### src/rtl/adc_emul_pkg.sv
// Shared types and sizing helpers for the dual-channel SAR ADC responder model.
package adc_emul_pkg;

    typedef enum logic [1:0] {
        IDLE    = 2'd0,
        CONVERT = 2'd1,
        SHIFT   = 2'd2
    } adc_state_e;

    localparam int unsigned DEFAULT_CHANNEL_DATA_WIDTH = 18;
    localparam int unsigned DEFAULT_FRAME_WIDTH        = 2 * DEFAULT_CHANNEL_DATA_WIDTH;

    function automatic int unsigned bit_cnt_width(input int unsigned frame_width);
        return (frame_width > 1) ? $clog2(frame_width) : 1;
    endfunction

    localparam int unsigned BIT_CNT_WIDTH = bit_cnt_width(DEFAULT_FRAME_WIDTH);

endpackage

### src/rtl/adc_emul_shifter.sv
// Frame shift register with bit counter; msb is the bit currently presented on MISO.
module adc_emul_shifter
    import adc_emul_pkg::*;
#(
    parameter int unsigned FRAME_WIDTH = DEFAULT_FRAME_WIDTH
) (
    input  logic                   clk,
    input  logic                   rst,
    input  logic                   load,
    input  logic                   shift,
    input  logic [FRAME_WIDTH-1:0] word,
    output logic                   msb,
    output logic                   last
);

    localparam int unsigned CNT_W = bit_cnt_width(FRAME_WIDTH);

    logic [FRAME_WIDTH-1:0] shift_reg_q;
    logic [CNT_W-1:0]       bit_cnt_q;

    always_ff @(posedge clk) begin
        if (rst) begin
            shift_reg_q <= '0;
            bit_cnt_q   <= '0;
        end else if (load) begin
            shift_reg_q <= word;
            bit_cnt_q   <= CNT_W'(FRAME_WIDTH - 1);
        end else if (shift && (bit_cnt_q != '0)) begin
            shift_reg_q <= {shift_reg_q[FRAME_WIDTH-2:0], 1'b0};
            bit_cnt_q   <= bit_cnt_q - CNT_W'(1);
        end
    end

    assign msb  = shift_reg_q[FRAME_WIDTH-1];
    assign last = (bit_cnt_q == '0);

endmodule

### src/rtl/adc_spi_emulator.sv
// Responder model of the dual-channel SAR ADC: CNV -> BUSY for CONV_CYCLES -> MSB-first frame on
// MISO, advanced by falling SCK edges from a master sharing clk.
module adc_spi_emulator
    import adc_emul_pkg::*;
#(
    parameter int unsigned CHANNEL_DATA_WIDTH = DEFAULT_CHANNEL_DATA_WIDTH,
    parameter int unsigned FRAME_WIDTH        = 2 * CHANNEL_DATA_WIDTH,
    parameter int unsigned CONV_CYCLES        = 5,
    parameter int unsigned RAMP_STEP          = 1
) (
    input  logic                          clk,
    input  logic                          rst,
    input  logic                          cnv,
    input  logic                          sck,
    output logic                          miso,
    output logic                          busy,
    input  logic [CHANNEL_DATA_WIDTH-1:0] ch1_value,
    input  logic [CHANNEL_DATA_WIDTH-1:0] ch2_value,
    input  logic                          ramp_en,
    output logic                          frame_done,
    output logic                          overrun,
    input  logic                          overrun_clr
);

    adc_state_e                    state_q, state_d;
    logic [7:0]                    conv_cnt_q, conv_cnt_d;
    logic [CHANNEL_DATA_WIDTH-1:0] ramp_q, ramp_d;
    logic                          busy_q, busy_d;
    logic                          overrun_q, overrun_d;
    logic                          frame_done_q, frame_done_d;
    logic                          cnv_prev_q, sck_prev_q;

    logic                   cnv_rise, sck_fall;
    logic                   accept, overrun_set, load, shift, msb, last;
    logic [FRAME_WIDTH-1:0] word;

    // SCK and CNV come from the same clk domain, so one history flop is enough.
    assign cnv_rise = cnv & ~cnv_prev_q;
    assign sck_fall = ~sck & sck_prev_q;

    always_comb begin
        word = ramp_en ? {~ramp_q, ramp_q} : {ch2_value, ch1_value};
    end

    always_ff @(posedge clk) begin
        if (rst) begin
            state_q      <= IDLE;
            conv_cnt_q   <= '0;
            ramp_q       <= '0;
            busy_q       <= 1'b0;
            overrun_q    <= 1'b0;
            frame_done_q <= 1'b0;
            cnv_prev_q   <= cnv;
            sck_prev_q   <= sck;
        end else begin
            state_q      <= state_d;
            conv_cnt_q   <= conv_cnt_d;
            ramp_q       <= ramp_d;
            busy_q       <= busy_d;
            overrun_q    <= overrun_d;
            frame_done_q <= frame_done_d;
            cnv_prev_q   <= cnv;
            sck_prev_q   <= sck;
        end
    end

    always_comb begin
        state_d      = state_q;
        conv_cnt_d   = conv_cnt_q;
        ramp_d       = ramp_q;
        busy_d       = busy_q;
        frame_done_d = 1'b0;
        accept       = 1'b0;
        overrun_set  = 1'b0;
        shift        = 1'b0;

        unique case (state_q)
            IDLE: begin
                accept = cnv_rise;
            end
            CONVERT: begin
                overrun_set = cnv_rise;
                if (conv_cnt_q == 8'd0) begin
                    busy_d  = 1'b0;
                    state_d = SHIFT;
                end else begin
                    conv_cnt_d = conv_cnt_q - 8'd1;
                end
            end
            SHIFT: begin
                // A new CNV aborts the frame in flight and restarts exactly as from IDLE.
                if (cnv_rise) begin
                    accept      = 1'b1;
                    overrun_set = 1'b1;
                end else if (sck_fall) begin
                    if (last) begin
                        frame_done_d = 1'b1;
                        state_d      = IDLE;
                    end else begin
                        shift = 1'b1;
                    end
                end
            end
            default: begin
                state_d = IDLE;
            end
        endcase

        if (accept) begin
            state_d    = CONVERT;
            busy_d     = 1'b1;
            conv_cnt_d = 8'(CONV_CYCLES - 1);
            if (ramp_en) begin
                ramp_d = ramp_q + CHANNEL_DATA_WIDTH'(RAMP_STEP);
            end
        end

        // Set wins over a simultaneous clear.
        overrun_d = overrun_set | (overrun_q & ~overrun_clr);
    end

    assign load = accept;

    adc_emul_shifter #(
        .FRAME_WIDTH(FRAME_WIDTH)
    ) u_shifter (
        .clk  (clk),
        .rst  (rst),
        .load (load),
        .shift(shift),
        .word (word),
        .msb  (msb),
        .last (last)
    );

    assign miso       = (state_q == SHIFT) & msb;
    assign busy       = busy_q;
    assign frame_done = frame_done_q;
    assign overrun    = overrun_q;

endmodule

### config.mk
export PLATFORM = sky130hd
export DESIGN_NAME = adc_spi_emulator
export DESIGN_NICKNAME = d
export VERILOG_FILES = /design/src/rtl/adc_emul_pkg.sv /design/src/rtl/adc_emul_shifter.sv /design/src/rtl/adc_spi_emulator.sv
export SDC_FILE = /design/constraint.sdc
export NUM_CORES = 1
export LEC_CHECK = 0
export BUFFER_PORTS_ARGS = -buffer_cell sky130_fd_sc_hd__buf_2
export CAP_MARGIN = 5
export CORE_MARGIN = 5
export CORE_UTILIZATION = 40
export DETAILED_ROUTE_END_ITERATION = 12
export SLEW_MARGIN = 20
export SYNTH_ARGS = -nofsm -noshare
export SYNTH_HDL_FRONTEND = slang
export SYNTH_SLANG_ARGS = --single-unit
### constraint.sdc
create_clock -name clk -period 2.95 [get_ports clk]
set_input_delay 0.4425 -clock clk [delete_from_list [all_inputs] [get_ports clk]]
set_output_delay 0.4425 -clock clk [all_outputs]
set_load 0.1 [all_outputs]
Word-level counts from Yosys, hierarchy flattened

Cells that the tools add are included.

Add/sub/neg operators: 3
Multiply operators: 0
Divide/modulo/power cells: 0
Magnitude comparators: 0
Eq/ne operators: 12
Shifts and indexed selects: 0
Multiplexer cells: 25
Bitwise gates (word level): 13
Reductions and logical operators: 16

Operators with widths:

| cell                  | count |
|---|---|
| $mux 36               | 3 |
| $add 18x1->18 const B | 1 |
| $not 18->18           | 1 |
| $mux 6                | 2 |
| $ne 2x2->1 const B    | 6 |
| $ne 3x3->1 const B    | 4 |
| $mux 1                | 10 |
| $reduce_and 5->1      | 2 |
| $mux 3                | 3 |
| $logic_not 8->1       | 1 |
| $mux 2                | 4 |
| $reduce_and 2->1      | 4 |
| $sub 8x1->8 const B   | 1 |
| $not 1->1             | 7 |
| $logic_not 6->1       | 1 |
| $pmux 2 s3            | 1 |
| $reduce_bool 2->1     | 3 |
| $reduce_bool 6->1     | 1 |
| $sub 6x1->6 const B   | 1 |
| $and 1x1->1           | 4 |
| $pmux 1 s2            | 2 |
| $reduce_or 4->1       | 1 |
| $eq 2x1->1 const B    | 1 |
| $eq 2x2->1 const B    | 1 |
| other kinds (4)       | 4 |

Flip-flop bits (word level): 75
Bits in latches: 0
RAM bits: 0
ROM bits: 0
Input bits: 42
Output and inout bits: 4
Logic and storage cells: 82
Memories kept: 0

Longest topological paths before layout

Gate-level depths: netlist of run 1.

Word-level depth: 8
Gate-level depth with buffers: 9
Depth with buffers taken out: 6

Hierarchy

A second synthesis of run 1 with hierarchy kept.

Cells, all modules: 534
Area, all modules: 4453.0 um^2

By module, submodules not included:

| module           | times used | cells an instance | area an instance (um^2) |
|---|---|---|---|
| adc_emul_shifter | 1          | 288               | 2332.2 |
| adc_spi_emulator | 1          | 246               | 2120.8 |

Worst setup path after synthesis of run 1

No wires, ideal clock.

Path type: register -> register
Start: register state_q[0]
End: register ramp_q[15]
Arrival time: 1.795 ns
Data required time: 2.880 ns
Setup slack: 1.084 ns
Stages on the path, launching flop included: 8
Clock period less this slack: 1.866 ns
Cells stage by stage: dfxtp_1 > inv_1 > ha_1 > nor2_1 > or3_4 > buf_6 > or4_1 > a21oi_1

Word-level cells in the longest chain between the ends: 3

RTL lines:

| item                                                 | RTL line               | text |
|---|---|---|
| start, declared                                      | adc_spi_emulator.sv:25 | `adc_state_e state_q, state_d;` |
| start signal, assigned                               | adc_spi_emulator.sv:56 | `state_q <= state_d;` |
| $eq 2x2->1 / $logic_not 2->1 (equally long branches) | adc_spi_emulator.sv:77 | `unique case (state_q)` |
| $pmux 1 s2 (*)                                       | adc_spi_emulator.sv:77 |  |
| $reduce_and 2->1 (no line) (*)                       | -                      |  |
| end signal, assigned                                 | adc_spi_emulator.sv:58 | `ramp_q <= ramp_d;` |
| end, declared                                        | adc_spi_emulator.sv:27 | `logic [CHANNEL_DATA_WIDTH-1:0] ramp_q, ramp_d;` |

Mark *: on every way between the ends. The rest lies on a longest branch, timed or not.
A chain may end at the register's enable or synchronous reset.

Final worst setup path of run 1

Start: register ramp_q[3]
End: register ramp_q[14]

Word-level cells in the longest chain between the ends: 1

RTL lines:

| item          | RTL line                | text |
|---|---|---|
| $add 18x1->18 | adc_spi_emulator.sv:114 | `ramp_d = ramp_q + CHANNEL_DATA_WIDTH'(RAMP_STEP);` |

No other way between the ends.

==> impl_metrics.ini, run 1 <==
[cts]
ctsLongestPathBuffers = 2
post_cts_resized = 0
clk_latency_ns = 0.35
htreeDepth = 3
cts_setup_buffers = 0
clock_sinks = 75
cts_hold_buf = 0
cts_tree = done
numCtsBuffers = 9
cts_root_buf = clkbuf_8
clk_pin_slew_ns = 0.08

[sta]
period_share_pct = 74.93
rsz0062_at_grt = false
postLayoutSetupSlackWorst_ns = 0.7397
worst_pin_slew_ns = 0.7192
skew_ns = 0.01207
setup_viol = 0
fmax_ghz = 0.4524
timing.final.max_slew_violations = 0
hold_viol_final = 0
setup_tns_ns = 0
slew_headroom_pct = 51.66
min_period_ns = 2.210

[critical_path]
endpoint_kind = register
worstPathArrival_ns = 2.45
cp_slowest_cell = dfxtp_1
reg2reg_from = ramp_q[3]
cp-start-kind = register
cp_cell_sequence = and4_1, nand4_1, nor3b_1, mux2_2
cpPeakStageDelay_ns = 0.49
cp.required_ns = 3.19
worst-path-buf-inv = 0
crit_path_start = ramp_q[3]
cp_top_family = simple AND/OR/NAND/NOR gates
path_max_fanout = 15
path_class = register to register

[drt]
routedWlPerCell_um = 15.27
via_per_inst = 5.585
drtIter0Drc = 292
num_vias = 3457
drc = 0
dr.pass1.iters = 4
ant_nets = 0
routed_wl_mm = 9.453

[pwr]
power.density_nw_per_um2 = 572.8
power.leakage_nw = 1.589
ir_drop_mv = 0.2439

[flow_run]
cap_violations = 0

[logic_synthesis]
synthesis.area_sq_um = 3732
ys_ff_latch = 75
ys.flop_type = dfxtp_1
async_reset_ff_share_pct = 0
synth_enable_flop_cells = 0
synthCells = 473
yosysWarnings = 0
ys_seq_area_share_pct = 40.23
syn_nets = 522
synth_cell_types = 43
syn_area_per_cell_sq_um = 7.891

[layout]
n_antenna_cell = 0
regArea_sq_um = 1501
fin_nets = 552
multi_input_area_sq_um = 2048
fillCellCount = 928
drive_gt1_share_pct = 16.14
syn_to_final_growth_pct = 13.24

[floorplanning]
ios = 46
rows = 35
coreArea_sq_um = 9153
start_util_pct = 40.78
die_y_um = 106.6
dieArea_sq_um = 11360
die_width_um = 106.6

[grt]
grt_first_pass_wirelength_mm = 15.99
grt_max_degree = 49
grt_usage_pct = 17.44
antenna_found_initial = 0
gr-total-overflow = 0
grt_pass1_vias = 3147

[place]
hpwl_mm = 6.591
io_buffer_count = 45
gp_congestion = 0.7726
dp_slack_ns = 0.7726

[min_path]
min_from = sck
hold_class = input pin to register

[outcome]
status = finished clean
[through the flow]
step | util [%] | total power (W) | cell area (sq um) | instances | hold WS, ns
final | 46.18 | 0.002421 | 4227 | 619 | 0.2210
after detailed placement | 44.07 | 0.001660 | 4034 | 603 | 0.4574
after floorplan | - | 0.001537 | 3732 | 473 | 0.4392
after global placement | 44.07 | 0.001651 | 4034 | 603 | 0.4517
after global routing | 46.18 | 0.002568 | 4227 | 619 | 0.1984
after CTS | 46.18 | 0.002449 | 4227 | 619 | 0.2052
[cell type report]
class	instances	area share [%]
repair buffers	56	7.282
flip-flops and latches	75	35.52
multi-input cells	351	48.46
clock inverters	6	1.539
clock buffers	10	3.020
inverters	10	0.8881
well taps	111	3.286
[registers in the layout (all words and copies together), names as in the netlist, 2 cells and up]
| register | flops |
|---|---|
| u_shifter.bit_cnt_q | 6 |
| ramp_q | 18 |
| conv_cnt_q | 8 |
| state_q | 2 |
| u_shifter.shift_reg_q | 36 |
[cell usage in the layout, fill, tap and decap left out, types with 2 or more instances in the layout]
cell,n
a211o_1,2
a211oi_1,23
a21oi_1,38
a31oi_1,2
and4_1,2
buf_2,45
buf_4,11
clkbuf_8,9
clkinv_2,2
dfxtp_1,75
ha_1,7
inv_1,10
mux2_2,2
mux2i_1,3
nand2_1,11
nand2b_1,3
nand3_1,10
nand4_1,5
nor2_1,88
nor2b_1,22
nor3_1,37
nor3b_1,3
nor4_1,37
o21ai_0,5
o31ai_1,9
or2_2,2
or3_1,5
or4_1,9
xnor2_1,7
xor2_1,5
[routing by layer]
layer / global-route usage (%) / part of all wire, % / vias to the layer above
li1: - / - / 1763
met1: 25.02 / 48 / 1589
met2: 26.21 / 45 / 100
met3: 4.696 / 6.0 / 5
met4: 3.836 / 0.85 / 0
met5: 0 / 0 / -
[cells by family (layout without fill, tap and decap cells)]
| family | Yosys count | after routing | share of synthesized area (%) |
|---|---|---|---|
| AO/OA/AOI/OAI | 83 | 83 | 14.01 |
| multiplexers | 5 | 5 | 1.408 |
| XOR/XNOR | 12 | 12 | 2.816 |
| flip-flops | 75 | 75 | 40.23 |
| AND/OR/NAND/NOR | 244 | 244 | 33.89 |
| buffers and inverters | 47 | 82 | 5.297 |
| adder cells (fa/ha/maj) | 7 | 7 | 2.347 |
[final timing paths]
check | end | cells past startpoint | slack (ns)
setup / recovery | ramp_q[14] | 4 | 0.74
hold / removal | sck_prev_q | 1 | 0.22
setup reg to reg | ramp_q[14] | 4 | 0.74
hold reg to reg | u_shifter.shift_reg_q[0] | 2 | 0.47
[worst reg2reg max path: cells and delay by family, from the launching register on]
family,cells,cell delay (ns)
and+or+nand+nor,3,1.25
DFF,1,0.49
muxes,1,0.37
[synth_stat cells (2+ instances only)]
master | count | share of area, %
clkbuf_1 | 23 | 2.3
nor2b_1 | 22 | 3.7
xor2_1 | 5 | 1.2
a211o_1 | 2 | 0.47
or3_1 | 5 | 0.84
inv_1 | 10 | 1.0
and4_1 | 2 | 0.47
a31oi_1 | 2 | 0.34
mux2_2 | 2 | 0.60
o31ai_1 | 9 | 1.8
buf_1 | 4 | 0.40
nor2_1 | 89 | 9.0
nor4_1 | 37 | 6.2
nor3b_1 | 3 | 0.60
a211oi_1 | 24 | 4.8
mux2i_1 | 3 | 0.80
or4_1 | 9 | 1.8
xnor2_1 | 7 | 1.6
buf_2 | 8 | 1.1
ha_1 | 7 | 2.3
o21ai_0 | 5 | 0.67
nand3_1 | 10 | 1.3
a21oi_1 | 38 | 5.1
nand2b_1 | 3 | 0.50
nand2_1 | 11 | 1.1
nand4_1 | 5 | 0.84
dfxtp_1 | 75 | 40
nor3_1 | 37 | 5.0
or2_2 | 2 | 0.34
[where the power goes]
part,switching [W],total [W],internal (W)
Combinational,0.000290,0.000485,0.000195
Clock,0.000391,0.000784,0.000393
Sequential,0.0000520,0.00115,0.00110
(Power assumes the default switching activity.)
==> run 2, diff against run 1 <==
--- a/config.mk
+++ b/config.mk
@@ -5,6 +5,7 @@
 export SDC_FILE = /design/constraint.sdc
 export NUM_CORES = 1
 export LEC_CHECK = 0
+export ABC_AREA = 1
 export BUFFER_PORTS_ARGS = -buffer_cell sky130_fd_sc_hd__buf_2
 export CAP_MARGIN = 5
 export CORE_MARGIN = 5
==> constraint.sdc (replaced) <==
create_clock -name clk -period 2.2 [get_ports clk]
set_input_delay 0.33 -clock clk [delete_from_list [all_inputs] [get_ports clk]]
set_output_delay 0.33 -clock clk [all_outputs]
set_load 0.1 [all_outputs]
==> run 2 against run 1 <==
Against the previous run:
- fmax grew 11%
- sequential power increased by 30%
- clock skew up 0.0027 ns
- die area up 5.6%
- design area grew 5.9%
- clock power up 39%
- worst setup slack worse by 0.53 ns
- final cell count rose by 23%
- wire length is 8.3% higher
==> impl_metrics.ini, run 2 <==
[outcome]
status = finished clean

[logic_synthesis]
ys.flop_type = dfxtp_1
synth_enable_flop_cells = 0
yosysWarnings = 0
synthesis.area_sq_um = 3964
syn_area_per_cell_sq_um = 6.776
synth_cell_types = 35
synth.most_common_cell = nand2_1
synthCells = 585
ys_seq_area_share_pct = 37.88
async_reset_ff_share_pct = 0
ys_ff_latch = 75
synth_top_cell_area_share_pct = 37.88
netlist_top_cells_count = 132 x nand2_1, 75 x dfxtp_1, 63 x nor2_1
synth_area_leaders = dfxtp_1 38%, nand2_1 13%, a21oi_1 7.1%
syn_nets = 634
yosysTopAreaCell = dfxtp_1

[sta]
worst_pin_slew_ns = 0.5067
setup_viol = 0
min_period_ns = 1.991
skew_ns = 0.01476
hold_viol_final = 0
rsz0062_at_grt = false
fmax_ghz = 0.5023
slew_headroom_pct = 66.18
period_share_pct = 90.50
setup_tns_ns = 0
timing.final.max_slew_violations = 0

[place]
gp_congestion = 0.8296
io_buffer_count = 45
hpwl_mm = 7.375

[layout]
n_antenna_cell = 0
fin_nets = 671
largest_reg_flops = 36
largest-register = u_shifter.shift_reg_q
syn_to_final_growth_pct = 12.88
largestRegisters = u_shifter.shift_reg_q: 36 flops, ramp_q: 18 flops, conv_cnt_q: 8 flops
mostFrequentLayoutCells = 132 x nand2_1, 75 x dfxtp_1, 63 x nor2_1
final_common_cell = nand2_1
regArea_sq_um = 1501
multi_input_area_sq_um = 2056
fillCellCount = 1014
drive_gt1_share_pct = 14.19

[critical_path]
crit_path_start = state_q[0]
endpoint_kind = register
r2r_end = ramp_q[7]
path_class = register to register
endpoint = ramp_q[7]
cp.required_ns = 2.42
reg2reg_depth = 8
worstPathArrival_ns = 2.21
path_max_fanout = 15
reg2reg_slack_ns = 0.21
reg2reg_from = state_q[0]
cp-start-kind = register

[pwr]
power.leakage_nw = 1.949
power.density_nw_per_um2 = 734.3
p_int_w = 0.002252
p_switching_w = 0.001034
pwr-share-seq_pct = 45.7
p_sw_share_pct = 31.46
p_comb_share_pct = 21.1
clockPowerShare_pct = 33.2
ir_drop_mv = 0.3296
total_power_w = 0.003286

[grt]
grt_pass1_vias = 3537
antenna_found_initial = 0
grt_first_pass_wirelength_mm = 17.26
gr-total-overflow = 0
grt_usage_pct = 18.21
grt_max_degree = 32

[cts]
htreeDepth = 3
numCtsBuffers = 9
cts_root_buf = clkbuf_8
ctsLongestPathBuffers = 2
cts_tree = done
cts_setup_buffers = 0
post_cts_resized = 0
clk_latency_ns = 0.35
cts_hold_buf = 0
clk_pin_slew_ns = 0.09
clock_sinks = 75

[floorplanning]
dieArea_sq_um = 12000
die_y_um = 109.5
coreArea_sq_um = 9729
die_width_um = 109.5
start_util_pct = 40.74
rows = 36
ios = 46

[drt]
dr.pass1.iters = 4
routedWlPerCell_um = 13.47
drc = 0
ant_nets = 0
routed_wl_mm = 10.24
num_vias = 3772
drtIter0Drc = 175
via_per_inst = 4.963

[min_path]
hold_class = input pin to register

[flow_run]
cap_violations = 0
-- run 2: changes by cell type after synthesis, sizes merged, moves of 13 or more --
cell and delta:
a21oi +18, nand2 +127, nor4 -38, nor3 -21, nand3 +18, o21ai +54
clkbuf -13, a211oi -23, inv +57, nor2 -20, nor2b -22
-- run 2: cell families after synthesis --
logic type | synth area share [%]
AO/OA/AOI/OAI | 18.81
XOR/XNOR | 0.8837
adder cells (fa/ha/maj) | 2.209
buffers and inverters | 10.26
flip-flops | 37.88
AND/OR/NAND/NOR | 29.96
-- run 2: how the worst min path moves through the flow --
stage                     cells past startpoint  from  slack [ns]          to
after global placement                        1   sck        0.45  sck_prev_q
after floorplan                               0   cnv        0.36  cnv_prev_q
final                                         1   sck         0.1  sck_prev_q
after CTS                                     1   sck        0.08  sck_prev_q
after global routing                          1   sck        0.08  sck_prev_q
after detailed placement                      1   sck        0.45  sck_prev_q
-- run 2: per-layer routing --
metal	wire length, um	track usage, %	part of all wire [%]	vias up
li1	-	-	-	1978
met1	4809	24.08	47	1677
met2	4645	29.73	45	106
met3	631	4.228	6.2	11
met4	153	5.076	1.5	0
met5	0	0	0	-
-- run 2: power groups by stage --
stage               Clock [W]  Combinational (W)  Sequential (W)
finish                0.00109           0.000693         0.00150
global placement            0           0.000682         0.00153
global route          0.00118           0.000789         0.00151
floorplan                   0           0.000510         0.00155
detailed placement          0           0.000693         0.00153
CTS                   0.00112           0.000698         0.00150
-- run 2: layout make-up --
type / count / area share [%]
Clock inverter: 6 / 1.426
Timing Repair Buffer: 54 / 6.544
Sequential cell: 75 / 33.56
Tap cell: 133 / 3.719
Clock buffer: 10 / 3.076
Multi-Input combinational cell: 415 / 45.95
Inverter: 67 / 5.733
-- run 2: worst max-delay path, cell delays in order, from the launching register on --
cell and delay [ns]:
dfxtp_1 0.33, inv_1 0.08, ha_1 0.28, nor2_4 0.08, nor2_8 0.31, nand2_4 0.19
or2_1 0.29, nor3_2 0.20, a21oi_1 0.10
-- run 2: metrics by stage --
stage / cell area, sq um / utilization [%] / setup WS [ns] / hold slack, ns / instances
6_report: 4474 / 45.99 / 0.2090 / 0.09970 / 760
5_1_grt: 4474 / 45.99 / 0.03213 / 0.07686 / 760
4_1_cts: 4474 / 45.99 / 0.2182 / 0.08399 / 760
3_5_place_dp: 4273 / 43.92 / 0.2552 / 0.4544 / 744
3_3_place_gp: 4273 / 43.92 / 0.3041 / 0.4469 / 744
2_1_floorplan: 3964 / - / 0.5851 / 0.3577 / 585
==> run 3, diff against run 2 <==
--- a/config.mk
+++ b/config.mk
@@ -11,6 +11,7 @@
 export CORE_MARGIN = 5
 export CORE_UTILIZATION = 40
 export DETAILED_ROUTE_END_ITERATION = 12
+export PLACE_DENSITY = 0.64
 export SLEW_MARGIN = 20
 export SYNTH_ARGS = -nofsm -noshare
 export SYNTH_HDL_FRONTEND = slang
==> run 3 against run 2 <==
Against the previous run:
- global-route usage down 0.63 points
- critical path type unchanged
- critical endpoint is now u_shifter.shift_reg_q[33]
- highest routed layer unchanged
- sequential share of layout area down 0.18 points
- flip-flop and latch count unchanged
- clock-buffer cell count down 1
- worst setup slack better by 0.052 ns
- via count up 0.42%
- clock skew about the same
- die area unchanged
==> impl_metrics.ini, run 3 (synthesized netlist as in run 2, its figures left out) <==
[layout]
finalInstanceArea_sq_um = 4498
fin_nets = 669
largest_reg_flops = 36
final_common_cell = nand2_1
syn_to_final_growth_pct = 13.48
n_antenna_cell = 0
largestRegisters = u_shifter.shift_reg_q: 36 flops, ramp_q: 18 flops, conv_cnt_q: 8 flops
drive_gt1_share_pct = 13.64
largest-register = u_shifter.shift_reg_q
mostFrequentLayoutCells = 132 x nand2_1, 75 x dfxtp_1, 63 x nor2_1

[cts]
clk_pin_slew_ns = 0.09
cts_root_buf = clkbuf_8
htreeDepth = 3
ctsLongestPathBuffers = 2
numCtsBuffers = 9
cts_hold_buf = 0
clock_sinks = 75
post_cts_resized = 0
cts_setup_buffers = 0
clk_latency_ns = 0.35
cts_tree = done

[drt]
dr.pass1.iters = 6
routedWlPerCell_um = 13.02
routed_wl_mm = 9.842
drtIter0Drc = 251
ant_nets = 0
num_vias = 3788
drc = 0
via_per_inst = 5.011

[critical_path]
reg2reg_depth = 10
reg2reg_slack_ns = 0.26
reg2reg_from = u_shifter.bit_cnt_q[0]
endpoint = u_shifter.shift_reg_q[33]
r2r_end = u_shifter.shift_reg_q[33]
path_max_fanout = 25
path_class = register to register
worstPathArrival_ns = 2.21
crit_path_start = u_shifter.bit_cnt_q[0]
endpoint_kind = register
cp.required_ns = 2.47
cp-start-kind = register

[sta]
setup_viol = 0
period_share_pct = 88.12
slew_headroom_pct = 64.18
min_period_ns = 1.939
setup_tns_ns = 0
timing.final.max_slew_violations = 0
fmax_ghz = 0.5158
worst_pin_slew_ns = 0.5366
skew_ns = 0.01504
hold_viol_final = 0
rsz0062_at_grt = false
whs_ns = 0.09650

[grt]
gr-total-overflow = 0
grt_max_degree = 43
grtUsageMet1_pct = 23.63
grt_use_met2_pct = 28.03
grt_pass1_vias = 3662
grt_usage_pct = 17.58
met3_usage_pct = 4.404
antenna_found_initial = 0
grt_busiest_layer = met2
grt_first_pass_wirelength_mm = 16.86

[place]
place_area_sq_um = 4270
io_buffer_count = 45
gp_congestion = 0.8682
hpwl_mm = 7.067

[floorplanning]
start_util_pct = 40.74
rows = 36
dieArea_sq_um = 12000
ios = 46
coreArea_sq_um = 9729
die_y_um = 109.5
die_width_um = 109.5

[pwr]
p_comb_share_pct = 20.1
power.leakage_nw = 1.962
p_int_w = 0.002438
clockPowerShare_pct = 36.3
pwr-share-seq_pct = 43.6
ir_drop_mv = 0.3932
power.density_nw_per_um2 = 766.8
p_switching_w = 0.001011
p_sw_share_pct = 29.31

[flow_run]
cap_violations = 0

[outcome]
status = finished clean

[min_path]
hold_class = input pin to register
-- run 3: metal layers --
layer  part of all wire (%)  wire, um  vias to the layer above
li1                       -         -                     1974
met3                    5.2       508                       12
met2                     44      4337                       89
met1                     49      4861                     1713
met5                      0         0                        -
met4                    1.4       134                        0
-- run 3: power by group through the flow --
| stage | Combinational (W) | Sequential (W) | Clock (W) |
|---|---|---|---|
| finish | 0.000692 | 0.00150 | 0.00125 |
| global route | 0.000788 | 0.00152 | 0.00133 |
| floorplan | 0.000510 | 0.00155 | 0 |
| CTS | 0.000692 | 0.00150 | 0.00128 |
| detailed placement | 0.000690 | 0.00153 | 0 |
| global placement | 0.000675 | 0.00153 | 0 |
-- run 3: critical path, stage by stage, from the launching register on --
cell and delay (ns):
dfxtp_1 0.32, inv_1 0.13, ha_1 0.23, nand2_2 0.08
nor2_4 0.11, nand2_2 0.07, nand2_2 0.25, nand2_4 0.07
inv_2 0.34, nand2_1 0.11, a21oi_1 0.14
-- run 3: area by class of cell --
type	instances	area [sq um]
repair buffers	52	290.3
well taps	133	166.4
clock inverters	5	103.9
flip-flops and latches	75	1501
clock buffers	9	123.9
fillers	1030	5231
multi-input cells	415	2056
inverters	67	256.5
-- run 3: metrics by stage --
stage | worst slack, ns | std cells | utilization [%] | power [W]
final | 0.2614 | 756 | 46.23 | 0.003449
after global routing | 0.04876 | 756 | 46.23 | 0.003639
after CTS | 0.2486 | 756 | 46.23 | 0.003474
after detailed placement | 0.2801 | 742 | 43.89 | 0.002223
after global placement | 0.3232 | 742 | 43.89 | 0.002207
after floorplan | 0.5851 | 585 | - | 0.002058
-- run 3: worst min-delay path by stage --
stage                                            to  slack, ns                      start  cells after the start
after floorplan                          cnv_prev_q       0.36                        cnv                      0
after global placement                   sck_prev_q       0.45                        sck                      1
after detailed placement  u_shifter.shift_reg_q[22]       0.45  u_shifter.shift_reg_q[22]                      2
after CTS                                sck_prev_q       0.08                        sck                      1
after global routing                     sck_prev_q       0.08                        sck                      1
final                                    sck_prev_q        0.1                        sck                      1
